`config.mk`:
```
export PLATFORM = sky130hd
export DESIGN_NAME = io_tx_port
export DESIGN_NICKNAME = d
export VERILOG_FILES = /design/src/rtl/io_tx_port.sv
export SDC_FILE = /design/constraint.sdc
export NUM_CORES = 1
export LEC_CHECK = 0
export ABC_AREA = 1
export CORE_MARGIN = 8
export CORE_UTILIZATION = 40
export DETAILED_ROUTE_END_ITERATION = 8
export PLACE_DENSITY = 0.55
export REMOVE_ABC_BUFFERS = 1
export SYNTH_ARGS = -nofsm -noshare
export SYNTH_HDL_FRONTEND = slang
export SYNTH_SLANG_ARGS = --single-unit
```
`constraint.sdc`:
```
create_clock -name clk -period 2.6 [get_ports clk]
set_clock_uncertainty 0.05 [all_clocks]
set_input_delay 0.39 -clock clk [delete_from_list [all_inputs] [get_ports clk]]
set_output_delay 0.39 -clock clk [all_outputs]
set_load 0.03 [all_outputs]
```
`src/rtl/io_tx_port.sv`:
```
`default_nettype none
// io_tx_port: queues each change of the 16-bit ioOut bus and serialises it on tx, low byte first, LSB first.
// Framing is 8N1; defining IO_TX_PARITY_EN adds an even-parity bit (8E1).
module io_tx_port #(
  parameter int CLKS_PER_BIT = 16,
  parameter int FIFO_AW      = 2
) (
  input  logic               clk,
  input  logic               Reset_n,
  input  logic [15:0]        ioOut,
  input  logic               clear_ovf,
  output logic               tx,
  output logic               busy,
  output logic [FIFO_AW:0]   fifo_count,
  output logic               overflow
);

  localparam int DEPTH = 1 << FIFO_AW;
  localparam int TW    = $clog2(CLKS_PER_BIT);
  localparam logic [TW-1:0]    TIMER_LOAD = TW'(CLKS_PER_BIT - 1);
  localparam logic [FIFO_AW:0] COUNT_FULL = (FIFO_AW + 1)'(DEPTH);

  localparam logic [2:0] S_IDLE   = 3'd0;
  localparam logic [2:0] S_START  = 3'd1;
  localparam logic [2:0] S_DATA   = 3'd2;
  localparam logic [2:0] S_STOP   = 3'd4;
`ifdef IO_TX_PARITY_EN
  localparam logic [2:0] S_PARITY = 3'd3;
  logic                  parity;
`endif

  logic [15:0]        last_word;
  logic [15:0]        mem [DEPTH];
  logic [FIFO_AW-1:0] wr_ptr, rd_ptr;
  logic [2:0]         state, state_next;
  logic [TW-1:0]      timer;
  logic [2:0]         bit_idx;
  logic               hi;
  logic [15:0]        shreg;
  logic               tx_next, busy_next;
  logic               change, full, pop, push_ok, tick;

  assign change  = (ioOut != last_word);
  assign full    = (fifo_count == COUNT_FULL);
  assign pop     = (state == S_IDLE) && (fifo_count != '0);
  // A pop in the same cycle frees the slot, so a push into a full FIFO still lands.
  assign push_ok = change && (!full || pop);
  assign tick    = (timer == '0);

  always_ff @(posedge clk or negedge Reset_n) begin
    if (!Reset_n) begin
      last_word  <= '0;
      wr_ptr     <= '0;
      rd_ptr     <= '0;
      fifo_count <= '0;
      overflow   <= 1'b0;
    end else begin
      if (change)  last_word <= ioOut;
      if (push_ok) wr_ptr    <= wr_ptr + 1'b1;
      if (pop)     rd_ptr    <= rd_ptr + 1'b1;
      case ({push_ok, pop})
        2'b10:   fifo_count <= fifo_count + 1'b1;
        2'b01:   fifo_count <= fifo_count - 1'b1;
        default: fifo_count <= fifo_count;
      endcase
      if (change && full && !pop) overflow <= 1'b1;
      else if (clear_ovf)         overflow <= 1'b0;
    end
  end

  always_ff @(posedge clk) begin
    if (push_ok) mem[wr_ptr] <= ioOut;
  end

  always_ff @(posedge clk or negedge Reset_n) begin
    if (!Reset_n) begin
      state <= S_IDLE;
      tx    <= 1'b1;
      busy  <= 1'b0;
    end else begin
      state <= state_next;
      tx    <= tx_next;
      busy  <= busy_next;
    end
  end

  always_comb begin
    state_next = state;
    case (state)
      S_IDLE:  if (fifo_count != '0) state_next = S_START;
      S_START: if (tick) state_next = S_DATA;
      S_DATA:  if (tick && bit_idx == 3'd7) begin
`ifdef IO_TX_PARITY_EN
        state_next = S_PARITY;
`else
        state_next = S_STOP;
`endif
      end
`ifdef IO_TX_PARITY_EN
      S_PARITY: if (tick) state_next = S_STOP;
`endif
      S_STOP:  if (tick) state_next = hi ? S_IDLE : S_START;
      default: state_next = S_IDLE;
    endcase
  end

  // tx is registered, so it is driven from the state being entered and the bit that will be current then.
  always_comb begin
    tx_next   = 1'b1;
    busy_next = (state_next != S_IDLE);
    case (state_next)
      S_START:  tx_next = 1'b0;
      S_DATA:   tx_next = (state == S_DATA && tick) ? shreg[1] : shreg[0];
`ifdef IO_TX_PARITY_EN
      S_PARITY: tx_next = parity;
`endif
      default:  tx_next = 1'b1;
    endcase
  end

  always_ff @(posedge clk or negedge Reset_n) begin
    if (!Reset_n) begin
      timer   <= '0;
      bit_idx <= '0;
      hi      <= 1'b0;
      shreg   <= '0;
`ifdef IO_TX_PARITY_EN
      parity  <= 1'b0;
`endif
    end else begin
      if (state_next == S_IDLE)
        timer <= '0;
      else if (state_next != state || (state == S_DATA && tick))
        timer <= TIMER_LOAD;
      else if (!tick)
        timer <= timer - 1'b1;
      if (pop) begin
        shreg <= mem[rd_ptr];
        hi    <= 1'b0;
      end
`ifdef IO_TX_PARITY_EN
      if (state == S_START && tick) parity <= ^shreg[7:0];
`endif
      // After eight shifts the high byte sits in shreg[7:0], ready for the second frame.
      if (state == S_DATA && tick) begin
        shreg   <= shreg >> 1;
        bit_idx <= bit_idx + 1'b1;
      end
      if (state == S_STOP && tick && !hi) hi <= 1'b1;
    end
  end

endmodule
`default_nettype wire

```
# Yosys cells after proc, flatten, opt, wreduce, memory -nomap -nowiden
# Memory sizes are Yosys's and may differ from the RTL's.
# Cells that the tools add are included.
[totals]
regBits = 53
ram_bits = 64
in_bits = 19
output_inout_bits = 6
mem_count = 1
[classes]
addsub = 6
eq_ne = 12
muxes = 20
n_reduce_logical = 22
[memory_table]
columns = ["memory", "words", "width", "read_ports", "rd_clocked_by_memory_dff", "wr", "line_no", "text"]
rows = [
  ["mem", 4, 16, 1, 0, 1, "33", "logic [15:0] mem [DEPTH];"],
]
[op_table]
columns = ["cell", "count"]
rows = [
  ["$mux 16", 2],
  ["$ne 16x16->1", 1],
  ["$mux 3", 4],
  ["$mux 4", 3],
  ["$pmux 3 s4", 1],
  ["$eq 3x3->1 const B", 3],
  ["$logic_and 1x1->1", 8],
  ["$mux 1", 8],
  ["$reduce_bool 2->1", 4],
  ["$add 3x1->3 const B", 2],
  ["$eq 3x1->1 const B", 2],
  ["$eq 3x2->1 const B", 2],
  ["$logic_not 3->1", 2],
  ["$pmux 3 s2", 1],
  ["$reduce_bool 3->1", 2],
  ["$add 2x1->2 const B", 2],
  ["$logic_not 4->1", 1],
  ["$sub 4x1->4 const B", 1],
  ["$logic_not 1->1", 3],
  ["$ne 3x1->1 const B", 1],
  ["$ne 3x3->1", 1],
  ["$sub 3x1->3 const B", 1],
  ["$eq 2x1->1 const B", 1],
  ["$eq 2x2->1 const B", 1],
  ["2 further kinds", 3],
]

# Longest topological paths before layout
[logic_depth]
ltp_word = 8
ltp_mapped = 14
depth_no_buf = 14

# Worst setup path after synthesis
# OpenSTA, ideal clock, no wires.
[synth_path]
kind = "register -> register"
start = "register fifo_count[0]"
end = "memory mem[0][0], enable pin"
arrival_ps = 1795
required_time_ps = 2161
slack_ps = 366
stages_incl_launch_ff = 7
path_buffers = 0
path_cell_list = "dfrtp_1 -> inv_1 -> nand3_1 -> nand2_2 -> inv_4 -> o21ai_4 -> nor2_1"
[synth_between]
elab_chain_cells = 6
word_cells_on_any_way = 8
cone_classes = "1 x eq/ne; 2 x mux; 5 x reduce/logical"
[synth_lines]
columns = ["element", "line_no", "text"]
rows = [
  ["start: declaration", "14", "output logic [FIFO_AW:0] fifo_count,"],
  ["start signal: assignment", "62", "2'b10: fifo_count <= fifo_count + 1'b1;"],
  ["start signal: assignment", "63", "2'b01: fifo_count <= fifo_count - 1'b1;"],
  ["start signal: assignment", "64", "default: fifo_count <= fifo_count;"],
  ["$eq 3x3->1 / $reduce_bool 3->1 (equally long branches)", "44, 45", ""],
  ["$logic_not 1->1 / $logic_and 1x1->1 (equally long branches)", "47, 45", ""],
  ["$logic_or 1x1->1 *", "47", "assign push_ok = change && (!full || pop);"],
  ["$logic_and 1x1->1 *", "47", ""],
  ["$mux 1 *", "72", "if (push_ok) mem[wr_ptr] <= ioOut;"],
  ["$mux 1 (not written as such) *", "72", ""],
  ["end: declaration", "33", ""],
]
# Mark *: on every way between the ends. The rest lies on a longest branch, timed or not.

# Final worst setup path
[layout_path]
start = "input ioOut[14]"
end = "register fifo_count[2]"
[layout_between]
elab_chain_cells = 4
word_cells_on_any_way = 6
cone_classes = "3 x eq/ne; 1 x mux; 2 x reduce/logical"
[layout_lines]
columns = ["element", "line_no", "text"]
rows = [
  ["start: declaration", "10", "input logic [15:0] ioOut,"],
  ["$ne 16x16->1 *", "43", "assign change = (ioOut != last_word);"],
  ["$logic_and 1x1->1 *", "47", ""],
  ["$eq 2x1->1 / $eq 2x2->1 (equally long branches)", "61", "case ({push_ok, pop})"],
  ["$pmux 3 s2 / $reduce_bool 2->1 (equally long branches)", "-", ""],
]
# Marks and branches as above.
# A chain may end at the register's enable or synchronous reset.

==> impl_results.md <==
* Outcome: complete, no violations
* Hold Path Class: reg -> reg
* Worst-Margin Slew at 382 ps
* CP Capture Type: register
* Tcrit/Tclk final at ~83%
* R2R Setup Slk at about 620 ps
* Max-cap violations at 0
* Share of cells above drive strength 1 at 14.7%
* Clock buffers created by TritonCTS at 17
* Kind of critical path: in -> reg
* #FFs+latches synth at 117
* Post-CTS Setup Repair Bufs at 0
* Seq/Total Area, Yosys at 65.0%
* Path depth of the worst reg2reg path at 11
* Die W at 128 microns
* Hold Path End: bit_idx[1]
* TNS Setup at 0 ps
* Die H at approximately 130 microns
* Residual DRC at 0
* CTS tree: done
* Worst Hold Path Cells at 2
* Crit-path max FO at 7
* Slowest stage cell, crit path: clkdlybuf4s50_1
* Clock sinks at 117
* First-pass GRT wire length at 16,500 microns
* Final Setup Violations at 0
* Root Driver: clkbuf_16
* Critical Path RT at 2860 ps
* Vias at 3,283
* R2R Path Start: state[0]
* Syn avg cell area at 10.3 sq um
* DR pass1 iterations at 5
* Yosys warns at 0
* IO Port Bufs at 24
* PostCTS Resize Cnt at 0
* CP Launch Type: primary input
* PD cells at 979 nW/um^2
* Clk buf depth at 2
* Final hold vios at 0
* Site Rows at 41
* Area contributors post-synth: edfxtp_1 38%, dfrtp_1 26%, nand2_1 7.7%
* Fill cell count at 1,133
* Post-synth top flop: edfxtp_1
* Share of the synthesized area in the top cell type at approximately two fifths
* Placer's final routability congestion estimate at 0.812
* DR WL/cell at approximately 14 microns
* Unrepaired setup endpoints after global routing: false
* Initial antenna violation count at 0
* Gate Count Post-Synth at approximately 480
* Fmax at 464 MHz
* Cell Area, Synth at roughly 5000 sq um
* Worst IR drop on VDD at 691 uV
* CP peak stage delay at 580 ps
* Placed wire-length estimate at just over 6000 microns
* GRT Total Usage at 13.3%
* Vias per inst at 4.66
* Synth area leader: edfxtp_1
* Antenna viol nets, final at 0
* Final wirelength at ~10000 microns
* Worst-skew pair later-pin latency at 410 ps
* Core area at 12,400 sq um
* Starting density of the core at 40.3%
* Count leader, synth: nand2_1
* Grt total ovfl at 0
* Largest net degree at the start of global routing at 54
* LEAKAGE at approximately 2.7 nW
* Worst R2R End: fifo_count[2]
* Clock transition at path regs at 50 ps
* Nets at roughly 550
* Iteration-0 DRC count of the detailed router at between 200 and 250
* Synth top cells by count: 103 x nand2_1, 66 x nor2_1, 64 x edfxtp_1, 52 x dfrtp_1, 46 x inv_1
* Post-layout min period at about 2200 ps
* Post-synth cell types at 36
* Vias in the first global route at 3,343
* Relative slew slack at 74.5%
* Antenna cells at 0
* Die area at 16,300 sq um
* Critical path arrival at about 2400 ps
* IO Count at 25
* CP dominant cell by count: nand2_1
* Area delta synth->final at 23.7%
* Final instance area at 6190 sq um
* # H-tree levels at 4
* Final max-slew violation count at 0
* Asr flop ratio synth at ~45%
* Critical-path cell list: clkdlybuf4s50_1 -> inv_1 -> nand2_1 -> nand2_1 -> nor2_1 -> nand2_1 -> nor2_2 -> nand3_4 -> fa_1 -> inv_1 -> nand2_1 -> nand2_1 -> nand2_1 -> nand2_1 -> inv_1
* EDFF count, synth at 64
* Hold path startpoint: bit_idx[1]
* CTS Hold Bufs at 1
* Cell Area, Placed at 5530 sq um
worst max-delay path, delay by kind of cell:
family | cells | cell delay [ps]
buf+inv | 4 | 730
fa+ha+maj | 1 | 390
simple gates | 10 | 880
metrics by stage:
stage / cells / utilization, % / total power (W) / hold WS (ps) / setup slack [ps]
after floorplan: 455 / - / 0.00311 / 44.4 / 260
after global placement: 671 / 44.6 / 0.00359 / 370 / 90.0
after detailed placement: 671 / 44.6 / 0.00361 / 369 / 9.90
after CTS: 704 / 49.8 / 0.00614 / 434 / 452
after global routing: 704 / 49.8 / 0.00635 / 453 / 166
final: 704 / 49.8 / 0.00606 / 430 / 446
registers in the layout, summed over array words and instances (netlist names):
register	count
wr_ptr	2
tx	1
hi	1
bit_idx	3
overflow	1
last_word	16
busy	1
rd_ptr	2
mem	64
state	3
timer	4
shreg	16
fifo_count	3
cell families (layout without fill, tap and decap cells):
family / after synthesis / count (layout) / share of synthesized area, %
AOI/OAI and AO/OA: 59 / 59 / 6.88
xor gates and xnor gates: 6 / 6 / 1.05
adders and majority gates: 8 / 8 / 2.15
buffers and inverters: 81 / 129 / 6.63
DFF: 117 / 117 / 65.0
and+or+nand+nor: 213 / 213 / 18.3
where the power goes:
| part | leakage, nW | internal, W | switching (W) | total [W] |
|---|---|---|---|---|
| Clock | 0.316 | 0.00173 | 0.000773 | 0.00250 |
| Sequential | 1.21 | 0.00245 | 0.000111 | 0.00256 |
| Combinational | 1.13 | 0.000383 | 0.000610 | 0.000993 |
| Total | 2.66 | 0.00456 | 0.00149 | 0.00606 |
layout make-up:
| type | count | area [sq um] | share of cell area, % |
|---|---|---|---|
| flip-flops and latches | 117 | 3250 | 52.5 |
| multi-input cells | 286 | 1420 | 22.9 |
| clock buffers | 23 | 499 | 8.07 |
| repair buffers | 45 | 458 | 7.40 |
| well taps | 172 | 215 | 3.48 |
| inverters | 52 | 200 | 3.24 |
| clock inverters | 9 | 146 | 2.37 |
worst max-delay path by stage:
stage	from	to	slack, ps	depth (start not counted)
2_1_floorplan	fifo_count[0]	mem[0][0]	260	6
3_3_place_gp	ioOut[15]	fifo_count[2]	90	15
3_5_place_dp	ioOut[14]	fifo_count[2]	10	15
4_1_cts	ioOut[14]	fifo_count[2]	450	15
5_1_grt	ioOut[14]	fifo_count[2]	170	15
6_report	ioOut[14]	fifo_count[2]	450	15
layout by cell type, fill, tap and decap left out, drive strengths merged, types with 6 or more instances in the layout:
master / instances
nor2: 71
ha: 7
o22ai: 15
nand2: 110
o21ai: 34
clkdlybuf4s50: 23
dfrtp: 52
nand3: 27
edfxtp: 64
clkbuf: 23
buf: 21
a21oi: 6
inv: 52
layer usage:
metal	share of wire, %	track usage [%]	up-vias	routed length, microns
met5	0	0	-	0
met4	2.2	7.69	0	217
met3	3.6	3.70	17	346
met2	48	20.8	50	4630
met1	47	16.1	1566	4520
li1	-	-	1650	-
Power figures use the tool's default switching activity.
